`src/rtl/buf_loader.sv`:
```
// Command buffer loader: parses a framed host byte stream into LOAD / START / ABORT
// commands, writes 40-bit command words into the buffer and drives executor control.
module buf_loader #(
    parameter int TIMEOUT_CYCLES = 1000000
) (
    input  logic        clk,
    input  logic        rst,
    input  logic [7:0]  in_data,
    input  logic        in_valid,
    output logic        in_ready,
    output logic [15:0] buf_addr,
    output logic [39:0] buf_data,
    output logic        buf_wr,
    output logic        exec_start,
    output logic [15:0] exec_start_addr,
    output logic        exec_abort,
    input  logic        exec_complete,
    input  logic [7:0]  exec_error,
    output logic        running,
    output logic [7:0]  last_exec_error,
    output logic [3:0]  err_flags,
    input  logic        clear_errs
);

    localparam int TW = $clog2(TIMEOUT_CYCLES + 1);

    localparam logic [7:0] HDR_LOAD  = 8'hA5;
    localparam logic [7:0] HDR_START = 8'h5A;
    localparam logic [7:0] HDR_ABORT = 8'h55;

    typedef enum logic [3:0] {
        S_IDLE, S_ADDR0, S_ADDR1, S_CNT0, S_CNT1,
        S_DATA, S_WRITE, S_CSUM, S_SADDR0, S_SADDR1
    } state_t;

    state_t        state, state_nxt;
    logic [TW-1:0] tcnt;
    logic [15:0]   cnt;
    logic [2:0]    idx;
    logic [7:0]    csum;
    logic [7:0]    lo_byte;
    logic          accept;
    logic          timeout;
    logic          start_ok;
    logic          abort_hdr;
    logic [3:0]    err_set;
    logic [5:0]    bsel;

    assign in_ready  = !rst && (state != S_WRITE);
    assign accept    = in_valid && in_ready;
    assign bsel      = {idx, 3'b000};
    assign abort_hdr = (state == S_IDLE) && accept && (in_data == HDR_ABORT);
    // A completion arriving on the same edge frees the executor for this START.
    assign start_ok  = (state == S_SADDR1) && accept && (!running || exec_complete);
    assign timeout   = !accept && (state != S_IDLE) && (state != S_WRITE) &&
                       (tcnt == TW'(TIMEOUT_CYCLES - 1));

    // Error conditions detected this cycle; merged into the sticky flags below.
    always_comb begin
        err_set    = 4'b0000;
        err_set[0] = (state == S_IDLE) && accept && (in_data != HDR_LOAD) &&
                     (in_data != HDR_START) && (in_data != HDR_ABORT);
        err_set[1] = (state == S_CSUM) && accept && (in_data != csum);
        err_set[2] = (state == S_SADDR1) && accept && !start_ok;
        err_set[3] = timeout;
    end

    // Next-state logic: one state per accepted byte, S_WRITE always one cycle.
    always_comb begin
        state_nxt = state;
        if (timeout) begin
            state_nxt = S_IDLE;
        end else begin
            case (state)
                S_IDLE: begin
                    if (accept) begin
                        if (in_data == HDR_LOAD)       state_nxt = S_ADDR0;
                        else if (in_data == HDR_START) state_nxt = S_SADDR0;
                        else                           state_nxt = S_IDLE;
                    end
                end
                S_ADDR0:  if (accept) state_nxt = S_ADDR1;
                S_ADDR1:  if (accept) state_nxt = S_CNT0;
                S_CNT0:   if (accept) state_nxt = S_CNT1;
                S_CNT1: begin
                    if (accept) state_nxt = ({in_data, cnt[7:0]} == 16'd0) ? S_CSUM : S_DATA;
                end
                S_DATA:   if (accept && idx == 3'd4) state_nxt = S_WRITE;
                S_WRITE:  state_nxt = (cnt == 16'd1) ? S_CSUM : S_DATA;
                S_CSUM:   if (accept) state_nxt = S_IDLE;
                S_SADDR0: if (accept) state_nxt = S_SADDR1;
                S_SADDR1: if (accept) state_nxt = S_IDLE;
                default:  state_nxt = S_IDLE;
            endcase
        end
    end

    // State register.
    always_ff @(posedge clk) begin
        if (rst) state <= S_IDLE;
        else     state <= state_nxt;
    end

    // Frame datapath, strobes, executor status and sticky error flags.
    always_ff @(posedge clk) begin
        if (rst) begin
            tcnt            <= '0;
            cnt             <= '0;
            idx             <= '0;
            csum            <= '0;
            lo_byte         <= '0;
            buf_addr        <= '0;
            buf_data        <= '0;
            buf_wr          <= 1'b0;
            exec_start      <= 1'b0;
            exec_start_addr <= '0;
            exec_abort      <= 1'b0;
            running         <= 1'b0;
            last_exec_error <= '0;
            err_flags       <= '0;
        end else begin
            buf_wr     <= 1'b0;
            exec_start <= 1'b0;
            exec_abort <= abort_hdr;

            if (accept || timeout || state == S_IDLE || state == S_WRITE) tcnt <= '0;
            else                                                         tcnt <= tcnt + 1'b1;

            case (state)
                S_IDLE: if (accept) begin
                    csum <= '0;
                    idx  <= '0;
                end
                S_ADDR0: if (accept) begin
                    buf_addr[7:0] <= in_data;
                    csum          <= csum ^ in_data;
                end
                S_ADDR1: if (accept) begin
                    buf_addr[15:8] <= in_data;
                    csum           <= csum ^ in_data;
                end
                S_CNT0: if (accept) begin
                    cnt[7:0] <= in_data;
                    csum     <= csum ^ in_data;
                end
                S_CNT1: if (accept) begin
                    cnt[15:8] <= in_data;
                    csum      <= csum ^ in_data;
                end
                S_DATA: if (accept) begin
                    buf_data[bsel +: 8] <= in_data;
                    csum                <= csum ^ in_data;
                    if (idx == 3'd4) begin
                        idx    <= '0;
                        buf_wr <= 1'b1;
                    end else begin
                        idx <= idx + 3'd1;
                    end
                end
                S_WRITE: begin
                    buf_addr <= buf_addr + 16'd1;
                    cnt      <= cnt - 16'd1;
                end
                S_SADDR0: if (accept) lo_byte <= in_data;
                S_SADDR1: if (start_ok) begin
                    exec_start      <= 1'b1;
                    exec_start_addr <= {in_data, lo_byte};
                end
                default: ;
            endcase

            if (start_ok)                        running <= 1'b1;
            else if (exec_complete || abort_hdr) running <= 1'b0;

            if (exec_complete) last_exec_error <= exec_error;

            err_flags <= (clear_errs ? 4'b0000 : err_flags) | err_set;
        end
    end

endmodule

```
`config.mk`:
```
export PLATFORM = sky130hd
export DESIGN_NAME = buf_loader
export DESIGN_NICKNAME = d
export VERILOG_FILES = /design/src/rtl/buf_loader.sv
export SDC_FILE = /design/constraint.sdc
export NUM_CORES = 1
export LEC_CHECK = 0
export BUFFER_PORTS_ARGS = -buffer_cell sky130_fd_sc_hd__buf_4
export CAP_MARGIN = 40
export CORE_ASPECT_RATIO = 0.8
export CORE_MARGIN = 2
export CORE_UTILIZATION = 45
export CTS_BUF_LIST = sky130_fd_sc_hd__clkbuf_2
export CTS_CLUSTER_SIZE = 24
export DETAILED_ROUTE_END_ITERATION = 7
export PLACE_DENSITY = 0.77
export SETUP_SLACK_MARGIN = 0.1
export SLEW_MARGIN = 20
export SYNTH_ARGS = -nofsm -noshare
export SYNTH_HDL_FRONTEND = slang
export SYNTH_SLANG_ARGS = --single-unit
```
`constraint.sdc`:
```
create_clock -name clk -period 2 [get_ports clk]
set_input_delay 0.1 -clock clk [delete_from_list [all_inputs] [get_ports clk]]
set_output_delay 0.1 -clock clk [all_outputs]
set_load 0.005 [all_outputs]
```
==> impl_results.md <==
- Drt first pass iters: 5
- Syn nets: 847
- Final period util: 98.9%
- First-pass GRT wire length: 31,700 µm
- Die width: approximately 140 µm
- Mapped Cells: 814
- Worst Path Arrival: 1.88 ns
- Largest net degree at the start of global routing: 57
- Top_reg_cell synth: dfxtp_1
- Max_cap viols: 0
- Leak: 3.88 nW
- RD Place Congestion: around 0.9
- Clock skew: 0.0321 ns
- PortBufs: 109
- Crit path max-delay cell type: dfxtp_2
- CTS tree: done
- Initial Utilization: between 40% and 50%
- Least-Margin Pin Slew: 0.604 ns
- Final instance area: roughly 9000 µm²
- Min Tclk post-route: 1.98 ns
- Clock buffer count from CTS: 17
- Slew HR: 59.7%
- CP Data Required Time: approximately 1.9 ns
- Synth-to-Final Area Change: 31.2%
- Row count: 40
- Buf/Inv on CP: 3
- Slowest Stage Delay on Critical Path: 0.38 ns
- Clk sinks: 147
- H-tree levels: 4
- CP Max Fanout: 4
- Longest Clk Path Bufs: 2
- Yosys reg bits: 147
- Total global routing overflow: 0
- DRC: 0
- Synthesis warning total: 0
- Kind of critical path: flop to primary output
- Post-DP HPWL: 12,400 µm
- Antenna-violating nets left: 0
- DR WL/cell: 17.1 µm
- Hold Crit Class: input pin to flop
- Vias in the first global route: between 6,000 and 7,000
- IO Count: between 100 and 150
- Die area: 16,200 µm²
- Vias per cell: roughly 5.7
- Layout Utilization: 60.1%
- Status: completed
- Cell family with most CP delay: flip-flops
- GRT Total Usage: 24.8%
- Initial DRC count: about 640
- Vias: roughly 6,800
- Final hold violations: 0
- DRT Wirelength: just over 20,000 µm
- Critical path startpoint category: flop
- Placement Cell Area: 8080 µm²
- Root buffer cell: clkbuf_2
- Peak VDD IR: 0.000352 V
- Share of cells above drive strength 1: 24.9%
- Crit. End Element: primary output
- Die Y: 114 µm
- CTS clk-pin slew, worst paths: 0.22 ns
- Most used cell, CP: buf_6
- Post-synth EDFFs: 0
- Overall power: 5.04 mW
- Power per cell area: 560 nW/µm²
- Worst-Skew Late Latency: roughly 0.76 ns
- Synth cell types: 64
- Fmax: 505 MHz
- Antenna violations before repair: 1
- Avg Inst Size Synth: 8.42 µm²
- Final nets: between 1,000 and 1,500
- Part of the Yosys area used for sequential elements: 42.9%
- Core area: about 15,000 µm²
- Synth Cell Area: between 6000 and 7000 µm²
- Ys async rst share: 0%
- RSZ-0062 raised after global routing: yes
- Final setup fails: 0
- Min Hold Slack: 0.270 ns
- Max Slew Vio Count: 0
- Worst path cell trace: buf_6 -> and4bb_4 -> buf_6 -> nor2_4 -> buf_6
routing by layer:
metal / part of all wire (%) / routed length (µm) / track usage [%] / vias up
li1: - / - / - / 3239
met1: 44 / 9010 / 34.2 / 3166
met2: 45 / 9040 / 38.1 / 356
met3: 8.2 / 1670 / 5.77 / 64
met4: 2.9 / 579 / 9.40 / 0
met5: 0 / 0 / 0 / -
cell families (layout without fill, tap and decap cells):
| family | after synthesis | after routing | synth area share (%) |
|---|---|---|---|
| and+or+nand+nor | 348 | 348 | 25.8 |
| buffers and inverters | 68 | 251 | 4.20 |
| adders and majority gates | 12 | 12 | 2.19 |
| xor gates and xnor gates | 28 | 28 | 3.58 |
| DFF | 147 | 147 | 42.9 |
| muxes | 46 | 46 | 6.72 |
| AOI/OAI and AO/OA | 165 | 165 | 14.6 |
| other | 0 | 1 | 0 |
synth_stat cells (8+ instances only):
master     instances  share of area (%)
dfxtp_1          147                 43
nor2_1           136                7.4
a21oi_1           73                5.3
nand2_1           58                3.2
mux2i_1           46                6.7
nand3_1           37                2.7
clkbuf_1          33                1.8
o21ai_0           32                2.3
xor2_1            22                2.8
and3_1            15                1.4
inv_1             15               0.82
nand4_1           15                1.4
buf_2             14                1.0
nor3_1            13               0.95
ha_1              12                2.2
a22oi_1           11                1.2
nor4_1             9               0.82
a2bb2oi_1          8                1.0
nor2b_1            8               0.73
cell type report:
type,count,area [µm²]
clock buffers,18,90.1
diodes,1,2.50
inverters,15,56.3
repair buffers,204,1700
flip-flops and latches,147,2950
fillers,1261,5970
well taps,189,236
multi-input cells,599,3800
clock inverters,14,155
final timing paths:
path	startpoint	to	slack (ns)	cells after the start
setup / recovery	state[0]	in_ready	0.02	5
hold / removal	in_data[6]	buf_addr[14]	0.27	4
setup reg to reg	state[1]	buf_data[14]	0.15	7
hold reg to reg	buf_data[29]	buf_data[29]	0.47	2
state kept, by name, indices dropped and copies added (netlist names):
| name | flops |
|---|---|
| exec_start | 1 |
| buf_wr | 1 |
| state | 4 |
| idx | 3 |
| csum | 8 |
| lo_byte | 8 |
| tcnt | 20 |
| buf_addr | 16 |
| buf_data | 40 |
| last_exec_error | 8 |
| err_flags | 4 |
| running | 1 |
| cnt | 16 |
| exec_abort | 1 |
| exec_start_addr | 16 |
power breakdown:
| group | total [mW] | leakage (nW) | switching, mW | internal [mW] |
|---|---|---|---|---|
| sequential | 2.95 | 1.19 | 0.00787 | 2.95 |
| combinational | 0.314 | 2.55 | 0.181 | 0.133 |
| clock | 1.77 | 0.145 | 1.18 | 0.596 |
layout by cell type (no fill, tap or decap), drive strengths merged, types with 5 or more instances in the layout:
cell         count
and3            15
buf            169
ha              12
nor3            14
o21ai           33
a2bb2oi          8
xnor2            6
and4             6
nand4           18
nor4            11
a31oi            6
a22oi           11
a211oi           6
nand2           60
nor2b            8
clkinv           7
nand3           37
a21oi           73
mux2i           46
or3              5
clkbuf          18
nand2b           5
or4              6
xor2            22
dlygate4sd3     35
inv             18
nor2           136
dfxtp          147
nand3b           6
tightest hold or removal path, delay by kind of cell:
family / cells / cell delay [ns]
AO/OA/AOI/OAI: 1 / 0.06
AND/OR/NAND/NOR: 1 / 0.08
buffers and inverters: 2 / 0.76
metrics by stage:
stage          TNS, ns  worst slack (ns)  std cells
6_report             0            0.0213       1187
5_1_grt        -0.0441           -0.0436       1187
4_1_cts              0            0.0136       1182
2_1_floorplan        0            0.0952        814
3_3_place_gp         0           0.00873       1104
3_5_place_dp         0            0.0544       1104
what timing repair did:
| item | 4_1_cts | 5_1_grt |
|---|---|---|
| hold buffers | 36 | 0 |
| gates resized for setup | 21 | 31 |
| pin swaps | 4 | 7 |
| buffers inserted | 10 | 5 |
| endpoints found under the hold margin | 146 | 0 |
| setup endpoints to repair | 16 | 75 |
Note: power is estimated with default switching activity, not from simulation.
